### src/rtl/fetch_pkg.sv
// Shared types for the fetch stage: FSM states, buffered entry layout, JAL decode helpers.
// Latency: n/a (types and pure functions only).
// Backpressure: n/a.
package fetch_pkg;

    localparam logic [6:0] OPC_JAL = 7'b1101111;

    typedef enum logic [1:0] {
        IDLE  = 2'd0,
        WAIT  = 2'd1,
        DRAIN = 2'd2
    } fetch_state_e;

    typedef struct packed {
        logic [31:0] pc;
        logic [31:0] instr;
    } fetch_entry_t;

    // J-type immediate: {imm[20], imm[10:1], imm[11], imm[19:12]} with imm[0] = 0
    function automatic logic [31:0] j_imm(input logic [31:0] instr);
        return {{12{instr[31]}}, instr[19:12], instr[20], instr[30:21], 1'b0};
    endfunction

endpackage

### src/rtl/fetch_fifo.sv
// Instruction buffer holding {pc, instr} entries; head is read straight from storage.
// Latency: a push is visible at the head one cycle later; pop takes effect at the edge.
// Backpressure: full blocks push unless a pop happens in the same cycle; flush empties it.
module fetch_fifo
    import fetch_pkg::*;
#(
    parameter int DEPTH = 4
) (
    input  logic         clk,
    input  logic         rst_n,
    input  logic         push,
    input  fetch_entry_t push_dat,
    input  logic         pop,
    input  logic         flush,
    output logic         full,
    output logic         empty,
    output fetch_entry_t head
);

    localparam int AW = $clog2(DEPTH);

    logic [AW:0]  wr_ptr;
    logic [AW:0]  rd_ptr;
    fetch_entry_t mem [DEPTH];
    logic         do_push;
    logic         do_pop;

    // Extra pointer bit distinguishes full from empty when the indices match.
    assign empty   = (wr_ptr == rd_ptr);
    assign full    = (wr_ptr[AW] != rd_ptr[AW]) && (wr_ptr[AW-1:0] == rd_ptr[AW-1:0]);
    assign do_pop  = pop && !empty;
    assign do_push = push && (!full || pop);
    assign head    = mem[rd_ptr[AW-1:0]];

    always_ff @(posedge clk) begin
        if (!rst_n) begin
            wr_ptr <= '0;
            rd_ptr <= '0;
            for (int i = 0; i < DEPTH; i++) begin
                mem[i] <= '0;
            end
        end else if (flush) begin
            wr_ptr <= '0;
            rd_ptr <= '0;
        end else begin
            if (do_push) begin
                mem[wr_ptr[AW-1:0]] <= push_dat;
                wr_ptr              <= wr_ptr + 1'b1;
            end
            if (do_pop) begin
                rd_ptr <= rd_ptr + 1'b1;
            end
        end
    end

endmodule

### src/rtl/fetch_unit.sv
// Instruction fetch stage, one imem request in flight, buffered {pc, instr} to decode; FETCH_JAL_PREDICT_EN enables JAL-target fetch.
// Latency: request accepted at N, response at N+k, entry on if_valid at N+k+1.
// Backpressure: requests stall while the buffer is full; redirect flushes and drains the in-flight response.
module fetch_unit
    import fetch_pkg::*;
#(
    parameter logic [31:0] RESET_PC   = 32'h0000_0000,
    parameter int          FIFO_DEPTH = 4
) (
    input  logic        clk,
    input  logic        rst_n,
    output logic        imem_req_valid,
    input  logic        imem_req_ready,
    output logic [31:0] imem_req_addr,
    input  logic        imem_resp_valid,
    input  logic [31:0] imem_resp_data,
    input  logic        redirect_valid,
    input  logic [31:0] redirect_pc,
    output logic        if_valid,
    input  logic        if_ready,
    output logic [31:0] if_instr,
    output logic [31:0] if_pc
);

    fetch_state_e state, state_nxt;
    logic [31:0]  pc, pc_nxt;
    logic [31:0]  req_pc, req_pc_nxt;
    logic         push;
    logic         full;
    logic         empty;
    fetch_entry_t push_dat;
    fetch_entry_t head;

    assign imem_req_addr = pc;
    assign push_dat      = '{pc: req_pc, instr: imem_resp_data};
    assign if_valid      = !empty;
    assign if_instr      = head.instr;
    assign if_pc         = head.pc;

    always_ff @(posedge clk) begin
        if (!rst_n) begin
            state  <= IDLE;
            pc     <= RESET_PC;
            req_pc <= '0;
        end else begin
            state  <= state_nxt;
            pc     <= pc_nxt;
            req_pc <= req_pc_nxt;
        end
    end

    always_comb begin
        state_nxt      = state;
        pc_nxt         = pc;
        req_pc_nxt     = req_pc;
        imem_req_valid = 1'b0;
        push           = 1'b0;
        case (state)
            IDLE: begin
                imem_req_valid = rst_n && !full && !redirect_valid;
                if (imem_req_valid && imem_req_ready) begin
                    pc_nxt     = pc + 32'd4;
                    req_pc_nxt = pc;
                    state_nxt  = WAIT;
                end
            end
            WAIT: begin
                if (imem_resp_valid) begin
                    push      = 1'b1;
                    state_nxt = IDLE;
`ifdef FETCH_JAL_PREDICT_EN
                    if (imem_resp_data[6:0] == OPC_JAL) begin
                        pc_nxt = req_pc + j_imm(imem_resp_data);
                    end
`endif
                end
            end
            DRAIN: begin
                if (imem_resp_valid) begin
                    state_nxt = IDLE;
                end
            end
            default: state_nxt = IDLE;
        endcase

        // Redirect beats everything; a response landing in the same cycle is dropped.
        if (redirect_valid) begin
            push   = 1'b0;
            pc_nxt = {redirect_pc[31:2], 2'b00};
            if (state == IDLE || imem_resp_valid) begin
                state_nxt = IDLE;
            end else begin
                state_nxt = DRAIN;
            end
        end
    end

    fetch_fifo #(
        .DEPTH(FIFO_DEPTH)
    ) u_fifo (
        .clk      (clk),
        .rst_n    (rst_n),
        .push     (push),
        .push_dat (push_dat),
        .pop      (if_valid && if_ready),
        .flush    (redirect_valid),
        .full     (full),
        .empty    (empty),
        .head     (head)
    );

endmodule
### config.mk
export PLATFORM = sky130hd
export DESIGN_NAME = fetch_unit
export DESIGN_NICKNAME = d
export VERILOG_FILES = /design/src/rtl/fetch_pkg.sv /design/src/rtl/fetch_fifo.sv /design/src/rtl/fetch_unit.sv
export SDC_FILE = /design/constraint.sdc
export NUM_CORES = 1
export LEC_CHECK = 0
export CAP_MARGIN = 10
export CORE_MARGIN = 2
export CORE_UTILIZATION = 60
export CTS_CLUSTER_DIAMETER = 150
export DETAILED_ROUTE_END_ITERATION = 12
export PLACE_DENSITY = 0.85
export RECOVER_POWER = 100
export SLEW_MARGIN = 20
export SYNTH_ARGS = -nofsm -noshare
export SYNTH_HDL_FRONTEND = slang
export SYNTH_SLANG_ARGS = --single-unit
export TNS_END_PERCENT = 10
### constraint.sdc
create_clock -name clk -period 6.1 [get_ports clk]
set_input_delay 1.22 -clock clk [delete_from_list [all_inputs] [get_ports clk]]
set_output_delay 1.22 -clock clk [all_outputs]
set_load 0.03 [all_outputs]
=== Word level (Yosys, flattened, before mapping) ===
Memory sizes are Yosys's and may differ from the RTL's. A register that Yosys moved wholly into a read port is not among the register bits.
Cells that the tools add are included.

* Reduce and logical (&&, ||, !) cells: 21
* Multiplexer cells: 22
* Equality and inequality tests: 7
* Add/sub/neg operators: 3
* Bitwise operators: 1

{| class="wikitable"
|+ Operators with widths
! cell !! number
|-
| two-way mux 32 bit || 3
|-
| two-way mux 64 bit || 1
|-
| OR reduction 64 bit || 1
|-
| adder 32 x 3 -> 32 bit, second input constant || 1
|-
| two-way mux 2 bit || 7
|-
| two-way mux 1 bit || 10
|-
| logical AND 1 bit || 7
|-
| adder 3 x 1 -> 3 bit, second input constant || 2
|-
| AND reduction 2 bit || 3
|-
| one-hot mux 2 bit (2 select lines) || 1
|-
| nonzero test 2 bit || 2
|-
| OR reduction 2 bit || 2
|-
| equality test 3 bit || 1
|-
| logical NOT 1 bit || 3
|-
| inequality test 3 x 1 -> 1 bit, second input constant || 1
|-
| inequality test 3 bit, second input constant || 1
|-
| equality test 2 x 1 -> 1 bit, second input constant || 1
|-
| equality test 2 bit || 1
|-
| equality test 2 bit, second input constant || 1
|-
| logical NOT 2 bit || 1
|-
| logical OR 1 bit || 2
|-
| inequality test 1 bit || 1
|-
| NOT 1 bit || 1
|}

* Word-level logic and storage cells: 61
* RAM bits: 256
* Register bits after elaboration: 72
* Memories kept: 1
* Output and inout port bits: 98

{| class="wikitable"
|+ Memories
! name !! depth !! bits a word !! rd ports !! clocked after memory_dff !! write ports !! RTL line !! source
|-
| u_fifo.mem || 4 || 64 || 1 || 1 || 4 || fetch_fifo.sv:24 || <nowiki>fetch_entry_t mem [DEPTH];</nowiki>
|}

=== Longest topological paths before layout ===
Gate-level depths: netlist (run 1).

* Depth in word-level cells: 11
* Mapped depth: 9
* Depth with buffers taken out: 7

=== Modules after synthesis ===
A second synthesis (run 1) with hierarchy kept.

* Cell total of the unflattened synthesis: 1150
* Area total of the unflattened synthesis: 14695.3 um2

{| class="wikitable"
|+ Modules (own cells, without submodules)
! module !! seq. area each (um2) !! area an instance (um2) !! cells an instance !! times used
|-
| fetch_fifo || 7847.5 || 11662.4 || 774 || 1
|-
| fetch_unit || 1241.2 || 3032.9 || 376 || 1
|}

=== Worst setup path after synthesis (run 1) ===
OpenSTA, ideal clock, no wires.

* Path kind: in2reg
* Start point: input redirect_valid
* End point: memory u_fifo.mem[2][0] in the netlist's numbering (enable)
* Required time: 5.670 ns
* Cell stages on the path: 6
* Setup slack: 2.009 ns
* Path buffers: 1
* Arrival: 3.661 ns
* Library setup time: 0.430 ns
* Cells stage by stage: nand3b_1 a41oi_2 and2_1 and3b_1 buf_2 nand2b_1

{| class="wikitable"
|+ RTL lines
! what !! RTL line !! source
|-
| start: declaration || fetch_unit.sv:17 || <nowiki>input logic redirect_valid,</nowiki>
|-
| end: declaration || fetch_fifo.sv:24 ||
|}

=== Final worst setup path (run 1) ===
* Start point: input redirect_valid
* End point: output imem_req_valid

* Word-level cells in the longest chain between the ends: 3

{| class="wikitable"
|+ Ends and longest elaborated chain
! what !! RTL line !! source
|-
| logical NOT 1 bit || fetch_unit.sv:60 || <nowiki>imem_req_valid = rst_n && !full && !redirect_valid;</nowiki>
|-
| logical AND 1 bit || fetch_unit.sv:60 ||
|-
| two-way mux 1 bit || fetch_unit.sv:58 || <nowiki>case (state)</nowiki>
|-
| end: declaration || fetch_unit.sv:12 || <nowiki>output logic imem_req_valid,</nowiki>
|}

No other way between the ends.

==> results.cfg, run 1 <==
[outcome]
status = complete, but fails checks
violations = max-capacitance violations, max-slew violations

[drt]
vias = 9000
top_layer = met4
wl_met2_um = 15600
vias_per_cell = 5.96
drc = 0
postRouteAntennaNets = 0
totalWireLength_um = 31200
dr.pass1.iters = 5
drt_iter0_markers = 728
drt-wirelength-per-cell_um = 20.7
dr_wl_met3_um = 2290
wl_met1_um = 12800

[clock_tree]
clk_transition_reported_paths_ps = 60
h-tree-depth = 1
clock_latency_ps = 570
cts.sinks = 318
clockBufferDepth = 3
post_cts_buffers = 0
cts_buffers = 31
cts_tree = yes
post_cts_resized = 0
hold_buffers = 0
cts_root_buffer = clkbuf_16

[placed_design]
place_ws_ps = 1580
routabilityCongestion = 0.855
port_buffers = 161
dp_hpwl_um = 17300

[grt]
grt_pass1_wl_um = 47800
grt_use_total = 0.252
grt.overflow.total = 0
antenna_found_initial = 0
grt_pass1_vias = 8969
grt_max_degree = 63

[power]
power_leakage_nw = 6.19
peakVddDrop_v = 0.000160
power_density_nw_per_um2 = 279

[setup_path]
critPathLaunchType = input port
cp_max_fo = 22
cp.arrival_ps = 3980
cp_data_required_time_ps = 4880
crit_type = input port to output port
reg2regPathDepth = 6
endpoint_kind = output port

[timing]
fmax_ghz = 0.192
finalCritPeriodShare = 0.853
hold_viol = 0
rsz0062_at_grt = false
report.final.slew_viol_count = 466
setup_tns_ps = 0
worst_slack_ps = 896
period_needed_ps = 5200
finClkSkew_ps = 13.8
max_slew_margin = -0.974
setup_violations = 0
tightest_slew_ps = 2960

[synthesis]
synthCells = 1035
yosysTopAreaCell = edfxtp_1
synth_area_leaders = edfxtp_1, dfxtp_1, mux4_2
ys_types = 63
netlist.area_leader.share = 0.527
synth_area_um2 = 14100
ys_warn_count = 0
yosysSeqAreaShare = 0.627
ys_ff_latch = 318
synth_edf_count = 248
syn_area_per_cell_um2 = 13.6
dominantRegCellSynth = edfxtp_1
synthArstFlopShare = 0

[floorplanning]
start_util = 0.607
die_x_um = 157
ios = 168
rows = 56
dieArea_um2 = 24800
core_um2 = 23300
die_h_um = 157

[layout]
antennaDiodeCount = 0
fillers = 1518
drive_gt1_frac = 0.113
num-nets-final = 1241
layout-area-overhead-vs-synth_pct = 19.2

[hold_path]
hp-class = flip-flop to flip-flop
whs_path_depth = 2

[flow_run]
drv_cap = 8
final timing paths:
path / start / end / slack, ps
worst max-delay path: redirect_valid / imem_req_valid / 900
worst min-delay path: req_pc[6] / req_pc[6] / 480
worst max register to register: u_fifo.wr_ptr[1] / imem_req_addr[27] / 2090
worst min register to register: req_pc[6] / req_pc[6] / 480
sequential cells by signal (all words and copies together) (netlist names), named ones only:
signal,flops
imem_req_addr,30
req_pc,30
state,2
u_fifo.mem,248
u_fifo.rd_ptr,3
u_fifo.wr_ptr,3
cells by family (layout without fill, tap and decap cells):
group	count (synthesis)	after routing	share of synthesized area
xor+xnor	16	16	0.0115
fa+ha+maj	5	5	0.00443
compound gates	110	110	0.0498
simple gates	431	431	0.172
buf+inv	88	241	0.0332
mux	66	66	0.102
other cells	1	4	0.000266
flops	318	318	0.627
synthesized netlist by cell type (all sizes together) (2+ instances only):
master / count
nor3: 4
and3b: 2
and3: 66
mux2: 3
dfxtp: 70
xnor2: 6
edfxtp: 248
and4: 5
a31oi: 14
nand2: 100
o31ai: 3
a22oi: 2
ha: 5
buf: 41
inv: 7
nor2: 18
nand2b: 6
nor4: 3
a21oi: 45
a41oi: 4
a21o: 2
xor2: 10
mux4: 62
or3: 3
o31a: 2
nand4: 11
o311ai: 6
clkbuf: 39
o211ai: 4
and2: 189
o21ai: 19
nand4b: 2
nand3: 19
power by group:
part	internal [mW]	switching [mW]
Clock	1.13	0.803
Sequential	2.41	0.0437
Combinational	0.121	0.191
placed cells by master, fill, tap and decap left out, types with 18 or more instances in the layout:
cell | Yosys | routed
and2_0 | 0 | 102
a21oi_1 | 45 | 45
dlygate4sd3_1 | 0 | 94
edfxtp_1 | 248 | 248
clkdlybuf4s50_1 | 0 | 66
and2_1 | 189 | 87
dfxtp_1 | 70 | 68
nand3_1 | 19 | 19
and3_1 | 66 | 66
clkbuf_16 | 0 | 33
mux4_2 | 62 | 62
nor2_1 | 17 | 18
o21ai_0 | 5 | 18
nand2_1 | 100 | 99
per-stage QoR:
stage | cell area (um^2) | hold slack [ps] | util | std cells | power, mW
3_3_place_gp | 15800 | 471 | 0.681 | 1451 | 2.81
6_report | 16800 | 484 | 0.724 | 1510 | 4.69
3_5_place_dp | 15800 | 478 | 0.681 | 1451 | 2.82
4_1_cts | 16900 | 486 | 0.726 | 1509 | 4.73
2_1_floorplan | 14100 | 457 | - | 1038 | 2.66
5_1_grt | 16800 | 512 | 0.724 | 1510 | 4.82
layout make-up:
cell class / count / area [um^2] / share of cell area
inverter: 8 / 30.0 / 0.00178
timing repair buffer: 175 / 1700 / 0.101
clock inverter: 16 / 169 / 0.0100
sequential: 318 / 8850 / 0.526
tap: 319 / 399 / 0.0237
clock buffer: 42 / 870 / 0.0517
multi-input combinational: 632 / 4810 / 0.286
layer usage:
metal / vias up / track usage
li1: 4094 / -
met1: 4467 / 0.340
met2: 398 / 0.432
met3: 41 / 0.0374
met4: 0 / 0.0654
met5: - / 0
worst max-delay path: stages:
cell	delay, ps
dlygate4sd3_1	520
clkbuf_1	720
clkinv_1	210
nand2_1	430
nor3_1	150
dlygate4sd3_1	720
Power figures use the tool's default switching activity.
==> run 2: changes to the inputs <==
--- a/config.mk
+++ b/config.mk
@@ -9,7 +9,9 @@
 export CORE_MARGIN = 2
 export CORE_UTILIZATION = 60
 export CTS_CLUSTER_DIAMETER = 150
+export CTS_CLUSTER_SIZE = 40
 export DETAILED_ROUTE_END_ITERATION = 12
+export GPL_ROUTABILITY_DRIVEN = 0
 export PLACE_DENSITY = 0.85
 export RECOVER_POWER = 100
 export SLEW_MARGIN = 20
==> run 2 against run 1 <==
Against the previous run:
- the run still ends with max-capacitance violations, max-slew violations left
- first-iteration DRC count shrank 4.4%
- critical path depth stayed put
- setup slack improved by 66 ps
- final cell count is 2.7% lower
- global-route usage is 0.99 points lower
- clock-buffer cell count fell by 25
- worst hold slack gained 14 ps
- maximum frequency is 1.3% higher
- clock skew barely moved
- sequential power about the same
- highest routed layer unchanged
==> results.cfg, run 2 (synthesis results as in run 1) <==
[grt]
antenna_found_initial = 0
grt_pass1_wl_um = 46100
grt_use_total = 0.242
grt_max_degree = 63
grt.overflow.total = 0
grt_pass1_vias = 8630

[power]
power_density_nw_per_um2 = 230
switching_share = 0.224
pwr-share-seq = 0.659
pwr-share-comb = 0.084
clkPwrFrac = 0.257
p_sw_mw = 0.833
finalPower_mw = 3.71
p_int_mw = 2.88
power_leakage_nw = 5.85
peakVddDrop_v = 0.000180

[layout]
regMostFlops = u_fifo.mem
layout-area-overhead-vs-synth_pct = 14.3
fillers = 1613
antennaDiodeCount = 0
num-nets-final = 1221
final_util = 0.694
final_common_cell = edfxtp_1
drive_gt1_frac = 0.0870
final_area_um2 = 16100
register_area_um2 = 8850
multiInputGateArea_um2 = 4850
largest_register_ffs = 248
mostFrequentLayoutCells = edfxtp_1, and2_1, nand2_1, dlygate4sd3_1, and2_0

[floorplanning]
die_x_um = 157
rows = 56
dieArea_um2 = 24800
die_h_um = 157
start_util = 0.607
ios = 168
core_um2 = 23300

[drt]
dr.pass1.iters = 5
totalWireLength_um = 30000
postRouteAntennaNets = 0
vias = 8771
drt-wirelength-per-cell_um = 20.4
vias_per_cell = 5.97
drt_iter0_markers = 696
drc = 0

[setup_path]
max_stage_delay_ps = 720
cp.arrival_ps = 3920
endpoint_kind = output port
r2r-end = imem_req_addr[27]
reg2reg_from = u_fifo.wr_ptr[1]
slowest_stage = dlygate4sd3_1
cp_data_required_time_ps = 4880
crit_chain = dlygate4sd3_1 > clkbuf_1 > clkinv_1 > nand2_1 > nor3_1 > dlygate4sd3_1
cpMostUsedCell = dlygate4sd3_1
cp_max_fo = 22
critPathLaunchType = input port
reg2regPathDepth = 6
r2r_setup_slack_ps = 2060
crit_type = input port to output port

[timing]
max_slew_margin = -0.950
fmax_ghz = 0.195
tightest_slew_ps = 2920
setup_violations = 0
report.final.slew_viol_count = 272
finalCritPeriodShare = 0.842
rsz0062_at_grt = false
hold_viol = 0
period_needed_ps = 5140
setup_tns_ps = 0
worst_slack_ps = 962
finClkSkew_ps = 13.6

[clock_tree]
hold_buffers = 0
post_cts_buffers = 0
h-tree-depth = 1
clock_latency_ps = 500
cts.sinks = 318
post_cts_resized = 0
clk_transition_reported_paths_ps = 140
cts_tree = yes
clockBufferDepth = 3
cts_buffers = 11
cts_root_buffer = clkbuf_16

[hold_path]
holdPathEnd = req_pc[29]
hp-class = flip-flop to flip-flop
hp-start = req_pc[29]
whs_path_depth = 2

[outcome]
status = complete, but fails checks
violations = max-capacitance violations, max-slew violations

[placed_design]
placed_area_um2 = 15800
place_ws_ps = 1580
dp_hpwl_um = 17300
port_buffers = 161

[flow_run]
drv_cap = 5
## run 2: changes by cell type in the layout (fill, tap and decap cells not counted), sizes merged
cell / before / now
clkinv: 11 / 1
clkbuf: 50 / 25
clkinvlp: 1 / 0
inv: 9 / 7
bufinv: 3 / 0
## run 2: power by group through the flow
stage / Sequential, mW / Combinational, mW / Clock (mW)
after floorplan: 2.50 / 0.153 / 0
after global placement: 2.49 / 0.322 / 0
after detailed placement: 2.49 / 0.325 / 0
after CTS: 2.45 / 0.326 / 0.967
after global routing: 2.45 / 0.331 / 1.03
final: 2.45 / 0.312 / 0.956
## run 2: routing by layer
metal,vias up,track usage,share of wire
met3,22,0.0303,0.071
met1,4331,0.338,0.42
li1,4019,-,-
met2,399,0.415,0.50
met5,-,0,0
met4,0,0.0450,0.0089
## run 2: layout make-up
class / count / share of cell area
multi-input cells: 632 / 0.300
clock buffers: 17 / 0.0191
repair buffers: 175 / 0.106
well taps: 319 / 0.0247
flip-flops and latches: 318 / 0.548
inverters: 8 / 0.00186
## run 2: worst max-delay path by stage
stage                             end  slack (ps)      startpoint
detailed placement     imem_req_valid        1580  redirect_valid
finish                 imem_req_valid         960  redirect_valid
CTS                      if_instr[20]        1570       flip-flop
floorplan            u_fifo.mem[2][0]        2010  redirect_valid
global route        u_fifo.mem[1][60]         770           rst_n
global placement       imem_req_valid        1620  redirect_valid
## run 2: worst max-delay path: cells and delay by family
| kind | cells | cell delay, ps |
|---|---|---|
| AND/OR/NAND/NOR | 2 | 540 |
| buffers and inverters | 4 | 2150 |
## run 2: through the flow
stage	hold slack (ps)	cells
2_1_floorplan	457	1038
3_3_place_gp	471	1451
3_5_place_dp	478	1451
4_1_cts	496	1468
5_1_grt	521	1469
6_report	498	1469
